$ cat config.mk
export PLATFORM = sky130hd
export DESIGN_NAME = riscv_regfile_scoreboard
export DESIGN_NICKNAME = d
export VERILOG_FILES = /design/src/rtl/riscv_regfile_scoreboard.sv
export SDC_FILE = /design/constraint.sdc
export NUM_CORES = 1
export LEC_CHECK = 0
export CORE_ASPECT_RATIO = 1.75
export CORE_UTILIZATION = 46
export CTS_BUF_LIST = sky130_fd_sc_hd__clkbuf_16
export CTS_CLUSTER_SIZE = 24
export DETAILED_ROUTE_END_ITERATION = 16
export PLACE_DENSITY = 0.73
export SYNTH_ARGS = -nofsm -noshare
export SYNTH_HDL_FRONTEND = slang
export SYNTH_SLANG_ARGS = --single-unit
$ cat constraint.sdc
create_clock -name clk_i -period 4.8 [get_ports clk_i]
set_input_delay 1.44 -clock clk_i [delete_from_list [all_inputs] [get_ports clk_i]]
set_output_delay 1.44 -clock clk_i [all_outputs]
set_load 0.02 [all_outputs]
$ cat src/rtl/riscv_regfile_scoreboard.sv
// riscv_regfile_scoreboard
//   Tracks in-flight writes to the 32x32 integer register file and gates instruction
//   issue on RAW/WAW hazards. A busy bit is set for the destination register when an
//   instruction issues and cleared when writeback retires that write. The number of
//   outstanding writes is bounded, and protocol errors are flagged.
//
// Parameters
//   MAX_INFLIGHT : maximum outstanding register writes (1..31)
//   WB_BYPASS    : 1 = a register retired by writeback this cycle counts as free for issue
//
// Ports
//   clk_i, rst_i                    : clock, asynchronous active-high reset
//   Issue_valid_i                   : decode presents an instruction
//   Issue_rs1_i/_rs2_i, *_used_i    : source registers and whether they are read
//   Issue_rd_i, Issue_rd_wen_i      : destination register and write enable
//   Issue_ready_o                   : no hazard, the instruction may issue this cycle
//   Wb_valid_i, Wb_rd_i             : writeback retires a write to Wb_rd_i
//   Flush_i                         : discard all tracking (error flag is kept)
//   Busy_o                          : busy bit per register (bit 0 always 0)
//   Inflight_o                      : number of outstanding writes
//   Err_o                           : sticky protocol error
module riscv_regfile_scoreboard #(
  parameter int unsigned MAX_INFLIGHT = 4,
  parameter bit          WB_BYPASS    = 1'b1
) (
  input  logic        clk_i,
  input  logic        rst_i,
  input  logic        Issue_valid_i,
  input  logic [4:0]  Issue_rs1_i,
  input  logic [4:0]  Issue_rs2_i,
  input  logic        Issue_rs1_used_i,
  input  logic        Issue_rs2_used_i,
  input  logic [4:0]  Issue_rd_i,
  input  logic        Issue_rd_wen_i,
  output logic        Issue_ready_o,
  input  logic        Wb_valid_i,
  input  logic [4:0]  Wb_rd_i,
  input  logic        Flush_i,
  output logic [31:0] Busy_o,
  output logic [5:0]  Inflight_o,
  output logic        Err_o
);

  logic [31:0] busyQ, busyD;
  logic [5:0]  inflightQ, inflightD;
  logic        errQ, errD;

  logic        wbHit;
  logic        wbClear;
  logic        wbErr;
  logic [31:0] wbMask;
  logic [31:0] setMask;
  logic [31:0] effBusy;
  logic        rdTracked;
  logic        full;
  logic        hazard;
  logic        ready;
  logic        setOne;

  always_comb begin
    wbHit     = Wb_valid_i && (Wb_rd_i != 5'd0);
    wbClear   = wbHit && busyQ[Wb_rd_i];
    // Writeback to a register nobody is waiting on is a protocol violation.
    wbErr     = wbHit && !busyQ[Wb_rd_i];
    wbMask    = wbClear ? (32'd1 << Wb_rd_i) : 32'd0;

    // With bypass, a register retiring this cycle is already free for issue.
    effBusy   = WB_BYPASS ? (busyQ & ~wbMask) : busyQ;

    rdTracked = Issue_rd_wen_i && (Issue_rd_i != 5'd0);
    full      = (inflightQ == 6'(MAX_INFLIGHT));

    hazard    = (Issue_rs1_used_i && effBusy[Issue_rs1_i])
             || (Issue_rs2_used_i && effBusy[Issue_rs2_i])
             || (rdTracked && effBusy[Issue_rd_i])
             || (rdTracked && full && !wbClear);
    ready     = !Flush_i && !hazard;

    setOne    = Issue_valid_i && ready && rdTracked;
    setMask   = setOne ? (32'd1 << Issue_rd_i) : 32'd0;
  end

  always_comb begin
    busyD     = busyQ;
    inflightD = inflightQ;
    errD      = errQ;
    if (Flush_i) begin
      busyD     = 32'd0;
      inflightD = 6'd0;
    end else begin
      // Set after clear: a same-cycle retire and re-issue of one register leaves it busy.
      busyD     = (busyQ & ~wbMask) | setMask;
      inflightD = inflightQ + {5'd0, setOne} - {5'd0, wbClear};
      errD      = errQ | wbErr;
    end
  end

  always_ff @(posedge clk_i or posedge rst_i) begin
    if (rst_i) begin
      busyQ     <= 32'd0;
      inflightQ <= 6'd0;
      errQ      <= 1'b0;
    end else begin
      busyQ     <= busyD;
      inflightQ <= inflightD;
      errQ      <= errD;
    end
  end

  assign Issue_ready_o = ready;
  assign Busy_o        = {busyQ[31:1], 1'b0};
  assign Inflight_o    = inflightQ;
  assign Err_o         = errQ;

endmodule

Word level (Yosys, flattened, before mapping)

Index checks and enable logic that the tools add are counted.

Register bits: 39
Bits of input ports: 28
Output and inout port bits: 40
Word-level logic and storage cells: 49

Add/subtract/negate cells: 2
Order comparisons: 4
Equality and inequality tests: 1
Shift operators: 2
Muxes and demuxes: 12
Bitwise logic cells: 4
Reductions and logical operators: 21

Operators by type and width:

| kind                 | number |
|---|---|
| $mux 32              | 3 |
| $shl 1x5->32 const A | 2 |
| $and 32x32->32       | 1 |
| $not 32->32          | 1 |
| $or 32x32->32        | 1 |
| $lt 5x6->1 const B   | 4 |
| $bmux 1 s5           | 4 |
| $logic_and 1x1->1    | 12 |
| $reduce_bool 5->1    | 2 |
| $add 6x1->6          | 1 |
| $eq 6x3->1 const B   | 1 |
| $mux 6               | 1 |
| $sub 6x1->6          | 1 |
| $logic_not 1->1      | 4 |
| $mux 1               | 4 |
| $logic_or 1x1->1     | 3 |
| $or 1x1->1           | 1 |

Depth between registers and ports, before layout

Gate-level depths: netlist (run 1).

Word-level depth: 19
Gate-level depth with buffers: 21
Gate-level depth less buffers: 17

Worst setup path before layout (run 1)

OpenSTA, ideal clock, no wires.

Path kind: input port to output port
From: input Wb_rd_i[1]
To: output Issue_ready_o
Arrival: 3.673 ns
Required time: 3.360 ns
Setup slack: -0.313 ns
Cell stages on the path: 12
Buffers on the path: 4
Cell sequence: buf_6 -> mux2i_1 -> a211oi_1 -> nand3_1 -> clkbuf_1 -> o311a_1 -> o31ai_1 -> or4_1 -> buf_2 -> buf_6 -> nand4_1 -> a21oi_1

Longest elaborated chain between the ends: 14
Elaborated cells on any way between the ends: 25
Classes of those cells: shift (1); mux (9); bitwise (2); reduce/logical (13)

RTL lines:

| what                                                              | line   | RTL |
|---|---|---|
| from (decl)                                                       | 37     | `input logic [4:0] Wb_rd_i,` |
| $bmux 1 s5 or $reduce_bool 5->1 (tied branches)                   | 62, 61 |  |
| $mux 1 (implied by the code) or $logic_and 1x1->1 (tied branches) | 62, 61 |  |
| $logic_and 1x1->1                                                 | 62     | `wbClear = wbHit && busyQ[Wb_rd_i];` |
| $mux 32                                                           | 65     | `wbMask = wbClear ? (32'd1 << Wb_rd_i) : 32'd0;` |
| $not 32->32                                                       | 68     | `effBusy = WB_BYPASS ? (busyQ & ~wbMask) : busyQ;` |
| $and 32x32->32                                                    | 68     |  |
| $bmux 1 s5, on equally long branches                              | 73, 74 |  |
| $mux 1, on equally long branches                                  | 73, 74 |  |
| $logic_and 1x1->1, on equally long branches                       | 73, 74 |  |
| $logic_or 1x1->1                                                  | 74     | `\|\| (Issue_rs2_used_i && effBusy[Issue_rs2_i])` |
| $logic_or 1x1->1                                                  | 75     | `\|\| (rdTracked && effBusy[Issue_rd_i])` |
| $logic_or 1x1->1 *                                                | 76     | `\|\| (rdTracked && full && !wbClear);` |
| $logic_not 1->1 *                                                 | 77     | `ready = !Flush_i && !hazard;` |
| $logic_and 1x1->1 *                                               | 77     |  |
| to (decl)                                                         | 35     | `output logic Issue_ready_o,` |

Every way passes the cells marked *; elsewhere a longest branch is shown, timed or not. The select of a mux whose other input is x is not followed.

Final worst setup path (run 1)

Ends and elaborated chain as after synthesis.

==> results of run 1 <==
-- cell usage after synthesis, types with 9 or more instances --
library cell,number,area share [%]
nand4_1,40,5.8
dfrtp_1,39,23
nand2_1,34,3.0
buf_4,33,5.8
nor2_1,33,2.9
mux2i_1,31,7.2
nand2b_1,24,3.5
clkbuf_1,23,2.0
inv_1,22,1.9
o21ai_2,20,4.1
nor3_1,19,2.2
o21ai_1,16,1.9
a21oi_1,15,1.7
nand3_1,15,1.7
o21ai_0,13,1.5
o311ai_0,9,1.8
-- cells by family after synthesis --
kind of cell	count (synthesis)
other	1
multiplexers	37
AO/OA/AOI/OAI	144
XOR/XNOR	10
adder cells (fa/ha/maj)	8
flip-flops	39
AND/OR/NAND/NOR	200
buffers and inverters	100
-- layout make-up --
type | count | area share [%]
clock buffers | 5 | 1.96
clock inverters | 3 | 1.06
inverters | 22 | 1.29
multi-input cells | 400 | 47.0
flip-flops and latches | 39 | 15.3
well taps | 120 | 2.35
repair buffers | 238 | 31.1
-- cell usage in the layout, fill, tap and decap left out, types with 7 or more instances in the layout --
cell type        Yosys  final
clkdlybuf4s50_1      0     56
a31oi_1              8      8
a21oi_1             15     10
nor2b_1              8      7
nand3_1             15     14
nor3_1              19     18
buf_4               33    163
dfrtp_1             39     39
nand4_1             40     40
mux2i_1             31     28
nor2_1              33     31
inv_1               22     21
o21ai_0             13     10
nand2_1             34     32
o21ai_2             20     22
o311ai_0             9      8
buf_6                8      7
nand2b_1            24     23
o21ai_1             16     17
-- power by group --
part / switching [mW] / leakage, nW / internal [mW]
clock network: 0.137 / 0.0900 / 0.298
logic: 0.295 / 2.02 / 0.248
registers: 0.0178 / 0.534 / 0.347
total: 0.450 / 2.64 / 0.892
-- worst paths after layout --
kind / start / end / slack (ps)
min in group asynchronous: rst_i / busyQ[5] / 1720
setup / recovery: Wb_rd_i[1] / Issue_ready_o / -300
hold reg to reg: Err_o / Err_o / 510
max in group asynchronous: rst_i / busyQ[2] / 2310
hold / removal: Err_o / Err_o / 510
setup reg to reg: busyQ[4] / Inflight_o[4] / 800
-- flip-flops by register name (all words and copies together) (netlist names) --
signal / cells
busyQ: 32
Inflight_o: 6
Err_o: 1
-- worst max-delay path, cell delays in order --
cell and delay, ps:
buf_8 80, buf_8 120, mux2i_2 250, a22oi_2 130, a41o_1 280, mux2_4 260
o221a_1 260, or4_4 520, nand4_1 150, a21oi_2 50, buf_6 140
-- timing repair --
| action | CTS | global route |
|---|---|---|
| gates resized for setup | 79 | 7 |
| cloned | 1 | 0 |
| pin swaps | 27 | 6 |
| endpoints found under the setup margin | 6 | 5 |
| setup buffers | 17 | 0 |
-- metal layers --
metal  vias to the layer above  wire length (um)
met5                         -                 0
met4                         0              1520
met3                        99              1440
met2                       349              9740
met1                      2531              6950
li1                       2328                 -
==> qor.csv, run 1 <==
stage;metric;value;unit
yosys;synth_flop_cell;dfrtp_1;
cells_and_area;fill_cells;780;
global_routing;met3_usage;7.41;%
sta;rsz0062_at_grt;yes;
yosys;yosys.cell_types.count;75;
sta;finalWorstSetupSlack;-304;ps
floorplanning;die_h;130;um
critical_path;cp_max_fo;5;
job;cap_viol_max_count;0;
floorplanning;die_w;75.1;um
placed_design;routabilityCongestion;1.04;
detailed_routing;vias_per_cell;6.42;
yosys;synth_mux_area_share;9.30;%
global_routing;grt_max_degree;33;
global_routing;met2_usage;70.6;%
floorplanning;io_pins;68;
sta;relSlewSlack;27.8;%
yosys;yosys.area_share.xor_xnor;2.03;%
critical_path;ff2ff_path_depth;20;
outcome;violations;negative setup slack;
critical_path;start_kind;input port;
detailed_routing;drt-wirelength-per-cell;23.8;um
clocking;cts.reportedPaths.clkPinSlew;60;ps
placed_design;dpl_cell_area;5870;um^2
clocking;cts_buffer_depth;2;
cells_and_area;antenna_cells;0;
power;p_leak;2.64;nW
yosys;ys_warn_count;0;
critical_path;crit_type;in2out;
sta;finalHoldViolations;0;
yosys;synth-seq-cells;39;
power;vdd_drop_max;0.000356;V
yosys;ys_seq_area_share;22.7;%
yosys;synth-compound-area-share;24.9;%
clocking;cts_root_buf;clkbuf_16;
cells_and_area;finish.utilization;70.3;%
floorplanning;start_util;47.3;%
placed_design;port_buffers;66;
yosys;synth_edf_count;0;
cells_and_area;layout-area-overhead-vs-synth;48.6;%
detailed_routing;drc;0;
detailed_routing;first_pass_iters;5;
detailed_routing;drt_iter0_drc;447;
floorplanning;core_area;9090;um^2
sta;setup_viol;3;
yosys;synth.avg_cell_area;7.99;um^2
global_routing;grt_pass1_vias;5376;
global_routing;grt.busiest_layer;met2;
global_routing;antenna_found_initial;0;
yosys;synth-simple-area-share;25.3;%
clocking;insertion_delay;290;ps
critical_path;arrival;3660;ps
cells_and_area;regArea;976;um^2
cells_and_area;fin_nets;742;
floorplanning;die-area;9760;um^2
cells_and_area;design_area;6390;um^2
cells_and_area;drive_above_1_share;36.2;%
cells_and_area;multiInputGateArea;3010;um^2
yosys;synth.net_count;575;
clocking;cts_tree;built;
global_routing;grt_pass1_wl;29600;um
power;power;1.34;mW
placed_design;dp_cells;801;
critical_path;cp-end-kind;primary output;
clocking;hold_buffers;0;
placed_design;dp_slack;-1310;ps
sta;worst_pin_slew;1080;ps
sta;drv_slew;0;
cells_and_area;instances_no_fill;827;
sta;tns;-448;ps
outcome;status;finished with violations;
floorplanning;rows;46;
clocking;htree_levels;2;
critical_path;crit_required;3360;ps
yosys;synth_top_family_by_area;simple AND/OR/NAND/NOR gates;
detailed_routing;drtAntennaViolNets;0;
clocking;cts_sinks;39;
clocking;cts_buffers;5;
detailed_routing;drt-total-wl;19700;um
global_routing;grt-ovfl-total;0;
hold_path;worstHoldPathCells;2;
sta;finalCriticalPeriod;5100;ps
yosys;postSynthCellCount;539;
sta;fin_crit_sh;106;%
yosys;ys_async_sr_fraction;100;%
yosys;synth-adder-area-share;2.50;%
global_routing;use_met1;47.4;%
placed_design;place_hpwl;15000;um
yosys;syn_area;4300;um^2
power;powerDensity;210;nW/um^2
sta;clock.fmax;196;MHz
sta;whs;506;ps
detailed_routing;num_vias;5307;
hold_path;hp-class;reg2reg;
sta;fin_worst_skew;3.89;ps
global_routing;grt_usage;42.0;%
Note: power is estimated with default switching activity, not from simulation.
==> run 2, diff against run 1 <==
HOLD_SLACK_MARGIN = 0.08   (was not set)
PLACE_DENSITY = 0.7   (was 0.73)
clock period = 6 ns   (was 4.8 ns; I/O delays follow)
==> run 2 against run 1 <==
Effect of this change:
- the flow now finishes without violations
- hold slack improved by 30 ps
- critical endpoint unchanged
- cell count decreased by 3.3%
- clock-buffer cell count is the same
- die area is the same
- largest power group unchanged
- register-to-register slack better by 890 ps
- critical path type unchanged
- total power shrank 25%
- flip-flop and latch count is the same
==> qor.csv, run 2 (synthesized netlist as in run 1, its figures left out) <==
stage;metric;value;unit;change
critical_path;cp-end-kind;primary output;;unchanged
clocking;cts_root_buf;clkbuf_16;;unchanged
global_routing;met3_usage;4.86;%;was 7.41%
cells_and_area;final_common_cell;buf_4;;unchanged
critical_path;cp_max_fo;8;;was 5
global_routing;grt_pass1_vias;5252;;was 5376
critical_path;crit_path_cell_trace;clkbuf_2 -> buf_6 -> buf_4 -> nand2b_1 -> nor2_2 -> nand4_1 -> a311o_1 -> a221o_1 -> a32oi_2 -> nand4_1 -> a21oi_1 -> buf_2;;was buf_8 -> buf_8 -> mux2i_2 -> a22oi_2 -> a41o_1 -> mux2_4 -> o221a_1 -> or4_4 -> nand4_1 -> a21oi_2 -> buf_6
cells_and_area;drive_above_1_share;31.6;%;was 36.2%
power;powerDensity;168;nW/um^2;was 210 nW/um^2
cells_and_area;fin_nets;715;;was 742
floorplanning;die-area;9760;um^2;unchanged
sta;tns;0;ps;was -448 ps
cells_and_area;antenna_cells;0;;unchanged
sta;finalHoldViolations;0;;unchanged
placed_design;port_buffers;66;;unchanged
outcome;status;completed;;was finished with violations
critical_path;r2r-end;Inflight_o[4];;unchanged
detailed_routing;drtAntennaViolNets;0;;unchanged
sta;fin_crit_sh;99.5;%;
critical_path;crit_required;4200;ps;was 3360 ps
critical_path;cp_top_family;compound AO/OA/AOI/OAI gates;;unchanged
floorplanning;die_w;75.1;um;unchanged
sta;fin_worst_skew;2.35;ps;was 3.89 ps
global_routing;met2_usage;70.6;%;about the same
clocking;cts_buffers;5;;unchanged
power;p_leak;2.46;nW;was 2.64 nW
global_routing;grt_max_degree;40;;was 33
placed_design;routabilityCongestion;0.991;;was 1.04
critical_path;ff2ff_path_depth;20;;unchanged
hold_path;min_to;Err_o;;unchanged
floorplanning;start_util;47.3;%;unchanged
sta;relSlewSlack;25.3;%;was 27.8%
cells_and_area;mostFrequentLayoutCells;buf_4 (143), clkdlybuf4s50_1 (59), nand4_1 (40), dfrtp_1 (39), nand2_1 (34);;was buf_4 (163), clkdlybuf4s50_1 (56), nand4_1 (40), dfrtp_1 (39), nand2_1 (32)
cells_and_area;finish.utilization;66.0;%;was 70.3%
cells_and_area;top_register;busyQ;;unchanged
cells_and_area;largest_register_ffs;32;;unchanged
hold_path;worstHoldPathCells;2;;unchanged
sta;drv_slew;0;;unchanged
global_routing;antenna_found_initial;0;;unchanged
hold_path;worstHoldStart;Err_o;;unchanged
cells_and_area;layout-area-overhead-vs-synth;39.4;%;was 48.6%
global_routing;use_met1;46.2;%;was 47.4%
clocking;hold_buffers;0;;unchanged
sta;setup_viol;0;;was 3
global_routing;grt_pass1_wl;29300;um;was 29600 um
job;cap_viol_max_count;0;;unchanged
clocking;insertion_delay;290;ps;about the same
critical_path;slowest_stage;a221o_1;;was or4_4
detailed_routing;drt-wirelength-per-cell;24.9;um;was 23.8 um
clocking;cts_tree;built;;unchanged
detailed_routing;vias_per_cell;6.45;;was 6.42
sta;finalCriticalPeriod;5970;ps;
floorplanning;die_h;130;um;unchanged
global_routing;grt.busiest_layer;met2;;unchanged
floorplanning;core_area;9090;um^2;unchanged
clocking;cts.reportedPaths.clkPinSlew;60;ps;about the same
clocking;cts_sinks;39;;unchanged
detailed_routing;drt-total-wl;19900;um;was 19700 um
detailed_routing;first_pass_iters;5;;unchanged
critical_path;critPathMaxStageDelay;360;ps;was 520 ps
global_routing;grt_usage;42.2;%;was 42.0%
critical_path;start_kind;input port;;unchanged
critical_path;cpMostUsedCell;nand4_1;;was buf_8
critical_path;worst-path-buf-inv;4;;was 3
power;vdd_drop_max;0.000240;V;was 0.000356 V
critical_path;crit_type;in2out;;unchanged
placed_design;dpl_cell_area;5690;um^2;was 5870 um^2
hold_path;hp-class;reg2reg;;unchanged
clocking;cts_buffer_depth;2;;unchanged
clocking;htree_levels;2;;unchanged
detailed_routing;drt_iter0_drc;426;;was 447
critical_path;r2r_setup_slack;1690;ps;was 800 ps
cells_and_area;design_area;6000;um^2;was 6390 um^2
critical_path;arrival;4170;ps;was 3660 ps
sta;worst_pin_slew;1110;ps;was 1080 ps
sta;whs;536;ps;was 506 ps
sta;clock.fmax;167;MHz;
placed_design;place_hpwl;15500;um;was 15000 um
critical_path;reg2reg_from;busyQ[21];;was busyQ[4]
floorplanning;rows;46;;unchanged
floorplanning;io_pins;68;;unchanged
detailed_routing;num_vias;5162;;was 5307
global_routing;grt-ovfl-total;0;;unchanged
critical_path;path_depth;12;;was 11
detailed_routing;drc;0;;unchanged
-- run 2: metal layers --
| layer | wire, um | up-vias |
|---|---|---|
| li1 | - | 2291 |
| met1 | 6880 | 2463 |
| met2 | 9940 | 300 |
| met3 | 1300 | 108 |
| met4 | 1810 | 0 |
| met5 | 0 | - |
-- run 2: power by group --
part | internal, mW | total [mW] | switching [mW]
clock network | 0.196 | 0.308 | 0.112
logic | 0.180 | 0.408 | 0.228
registers | 0.277 | 0.290 | 0.0129
-- run 2: layout make-up --
type	count	area, um^2
sequential	39	976
clock buffer	5	125
tap	120	150
timing repair buffer	211	1740
clock inverter	3	43.8
multi-input combinational	400	2880
inverter	22	82.6
fill	852	3090
-- run 2: metrics by stage --
stage / power [mW] / worst slack (ps) / cells
after floorplan: 0.516 / 167 / 539
after global placement: 0.675 / -906 / 788
after detailed placement: 0.684 / -861 / 788
after CTS: 0.998 / 17.8 / 799
after global routing: 1.04 / -14.6 / 800
final: 1.01 / 29.4 / 800
-- run 2: worst min-delay path: cells and delay by family, from the launching register on --
| family | cells | cell delay (ps) |
|---|---|---|
| AO/OA/AOI/OAI | 1 | 80 |
| buffers and inverters | 1 | 50 |
| flip-flops | 1 | 370 |
-- run 2: worst max-delay path by stage --
stage / slack, ps / endpoint / start
3_3_place_gp: -910 / Issue_ready_o / Wb_rd_i[0]
5_1_grt: -10 / Issue_ready_o / Wb_valid_i
6_report: 30 / Issue_ready_o / Wb_rd_i[1]
4_1_cts: 20 / Issue_ready_o / Wb_rd_i[1]
2_1_floorplan: 170 / Issue_ready_o / Wb_rd_i[1]
3_5_place_dp: -860 / Issue_ready_o / Wb_rd_i[0]
-- run 2: repair_timing --
| item | 4_1_cts | 5_1_grt |
|---|---|---|
| endpoints found under the setup margin | 2 | 1 |
| buffers inserted | 3 | 1 |
| gates resized for setup | 30 | 23 |
| pin swaps | 4 | 2 |
| hold endpoints to repair | 0 | 0 |
==> run 3, diff against run 2 <==
==> constraint.sdc (replaced) <==
create_clock -name clk_i -period 6 [get_ports clk_i]
set_input_delay 1.8 -clock clk_i [delete_from_list [all_inputs] [get_ports clk_i]]
set_output_delay 1.8 -clock clk_i [all_outputs]
set_load 0.005 [all_outputs]
==> run 3 against run 2 <==
Effect of this change:
- highest routed layer unchanged
- clock skew is 3.3 ps higher
- clock-buffer cell count unchanged
- wire length rose by 0.32%
- largest power group unchanged
- register-to-register slack got worse by 20 ps
- cell area is 2.1% higher
- first-iteration DRC count up 13%
- global-route usage is 1.0 points higher
- critical path depth did not move
- cell count grew 0.38%
- sequential power hardly changed
==> qor.csv, run 3 (synthesized netlist as in run 1, its figures left out) <==
stage;metric;value;unit;change
detailed_routing;vias_per_cell;6.62;;was 6.45
critical_path;worst-path-buf-inv;4;;unchanged
critical_path;critPathMaxStageDelay;400;ps;was 360 ps
critical_path;crit_path_cell_trace;buf_4 -> buf_12 -> buf_4 -> nand2b_4 -> nor2_2 -> nand4_1 -> a311o_1 -> a221o_1 -> a32oi_2 -> nand4_1 -> a21oi_2 -> clkbuf_2;;was clkbuf_2 -> buf_6 -> buf_4 -> nand2b_1 -> nor2_2 -> nand4_1 -> a311o_1 -> a221o_1 -> a32oi_2 -> nand4_1 -> a21oi_1 -> buf_2
cells_and_area;final_common_cell;buf_4;;unchanged
placed_design;routabilityCongestion;1.02;;was 0.991
cells_and_area;antenna_cells;0;;unchanged
global_routing;grt_max_degree;40;;unchanged
detailed_routing;drt_iter0_drc;481;;was 426
sta;drv_slew;0;;unchanged
cells_and_area;top_register;busyQ;;unchanged
outcome;status;completed;;unchanged
sta;relSlewSlack;34.9;%;was 25.3%
floorplanning;core_area;9090;um^2;unchanged
sta;fin_crit_sh;98.3;%;was 99.5%
critical_path;cp-end-kind;primary output;;unchanged
critical_path;cp_max_fo;5;;was 8
clocking;cts_buffer_depth;2;;unchanged
cells_and_area;drive_above_1_share;33.1;%;was 31.6%
detailed_routing;drt-wirelength-per-cell;24.9;um;about the same
sta;clock.fmax;169;MHz;was 167 MHz
floorplanning;start_util;47.3;%;unchanged
sta;worst_pin_slew;969;ps;was 1110 ps
cells_and_area;mostFrequentLayoutCells;buf_4 (143), clkdlybuf4s50_1 (58), nand4_1 (40), dfrtp_1 (39), nand2_1 (32);;was buf_4 (143), clkdlybuf4s50_1 (59), nand4_1 (40), dfrtp_1 (39), nand2_1 (34)
clocking;cts_buffers;5;;unchanged
floorplanning;die_h;130;um;unchanged
clocking;cts.reportedPaths.clkPinSlew;60;ps;about the same
detailed_routing;drtAntennaViolNets;0;;unchanged
clocking;insertion_delay;290;ps;about the same
sta;setup_viol;0;;unchanged
global_routing;grt_usage;43.3;%;was 42.2%
global_routing;antenna_found_initial;0;;unchanged
clocking;cts_sinks;39;;unchanged
cells_and_area;fill_cells;803;;was 852
critical_path;cp_top_family;compound AO/OA/AOI/OAI gates;;unchanged
clocking;hold_buffers;0;;unchanged
cells_and_area;layout-area-overhead-vs-synth;42.4;%;was 39.4%
floorplanning;die-area;9760;um^2;unchanged
placed_design;place_hpwl;15400;um;was 15500 um
power;p_leak;2.51;nW;was 2.46 nW
critical_path;start_kind;input port;;unchanged
detailed_routing;drt-total-wl;20000;um;was 19900 um
critical_path;crit_required;4200;ps;about the same
sta;finalHoldViolations;0;;unchanged
hold_path;hp-class;reg2reg;;unchanged
cells_and_area;largest_register_ffs;32;;unchanged
power;power;968;uW;was 1.01 mW
clocking;cts_root_buf;clkbuf_16;;unchanged
clocking;cts_tree;built;;unchanged
sta;tns;0;ps;unchanged
floorplanning;io_pins;68;;unchanged
sta;fin_worst_skew;5.67;ps;was 2.35 ps
critical_path;arrival;4100;ps;was 4170 ps
clocking;htree_levels;2;;unchanged
floorplanning;die_w;75.1;um;unchanged
detailed_routing;num_vias;5312;;was 5162
power;powerDensity;158;nW/um^2;was 168 nW/um^2
detailed_routing;first_pass_iters;5;;unchanged
critical_path;crit_type;in2out;;unchanged
sta;finalCriticalPeriod;5900;ps;was 5970 ps
sta;rsz0062_at_grt;no;;
job;cap_viol_max_count;0;;unchanged
global_routing;grt_pass1_wl;29900;um;was 29300 um
global_routing;grt-ovfl-total;0;;unchanged
critical_path;slowest_stage;a221o_1;;unchanged
placed_design;port_buffers;66;;unchanged
cells_and_area;fin_nets;718;;was 715
power;vdd_drop_max;0.000260;V;was 0.000240 V
detailed_routing;drc;0;;unchanged
floorplanning;rows;46;;unchanged
global_routing;grt_pass1_vias;5107;;was 5252
## run 3: worst register-to-register path: cells and delay by family, from the launching register on
family | cells | cell delay, ps
mux | 1 | 130
buf+inv | 3 | 300
simple gates | 6 | 700
xor+xnor | 1 | 150
flops | 1 | 570
fa+ha+maj | 3 | 960
compound gates | 5 | 1400
## run 3: final timing paths
check,slack (ps),start,cells after the start,to
max in group asynchronous,3700,rst_i,3,busyQ[24]
worst max-delay path,100,Wb_rd_i[1],12,Issue_ready_o
worst max register to register,1670,busyQ[21],19,Inflight_o[4]
worst min-delay path,490,Err_o,2,Err_o
worst min register to register,490,Err_o,2,Err_o
min in group asynchronous,1930,rst_i,3,busyQ[5]
## run 3: where the power goes
part	switching [mW]	leakage, nW	total (mW)	internal, mW
registers	0.0131	0.534	0.290	0.277
clock network	0.115	0.0658	0.268	0.153
logic	0.218	1.91	0.409	0.191
total	0.346	2.51	0.968	0.621
## run 3: layer usage
metal | track usage (%) | vias to the layer above | wire, um
li1 | - | 2293 | -
met2 | 68.2 | 382 | 9650
met3 | 9.11 | 130 | 1530
met5 | 0 | - | 0
met1 | 47.4 | 2507 | 6780
met4 | 39.6 | 0 | 2030
## run 3: per-stage QoR
stage          utilization [%]  setup slack, ps  instance area [um^2]  hold slack [ps]  instances
2_1_floorplan                -              237                  4300              460        539
3_3_place_gp              62.6             -769                  5690              458        785
3_5_place_dp              62.6             -815                  5690              469        785
4_1_cts                   66.7             5.89                  6060              490        799
5_1_grt                   67.4             8.94                  6130              517        803
6_report                  67.4             99.8                  6130              493        803
## run 3: final cells by class
class	instances	area (um^2)	area share, %
Tap cell	120	150	2.45
Timing Repair Buffer	214	1820	29.7
Clock inverter	3	20.0	0.327
Clock buffer	5	125	2.04
Sequential cell	39	976	15.9
Inverter	22	82.6	1.35
Multi-Input combinational cell	400	2960	48.2
## run 3: repair_timing
action | 4_1_cts | 5_1_grt
resized for setup | 53 | 22
pin swaps | 12 | 9
gates cloned | 2 | 0
hold endpoints to repair | 0 | 0
endpoints found under the setup margin | 4 | 1
buffers inserted | 4 | 4
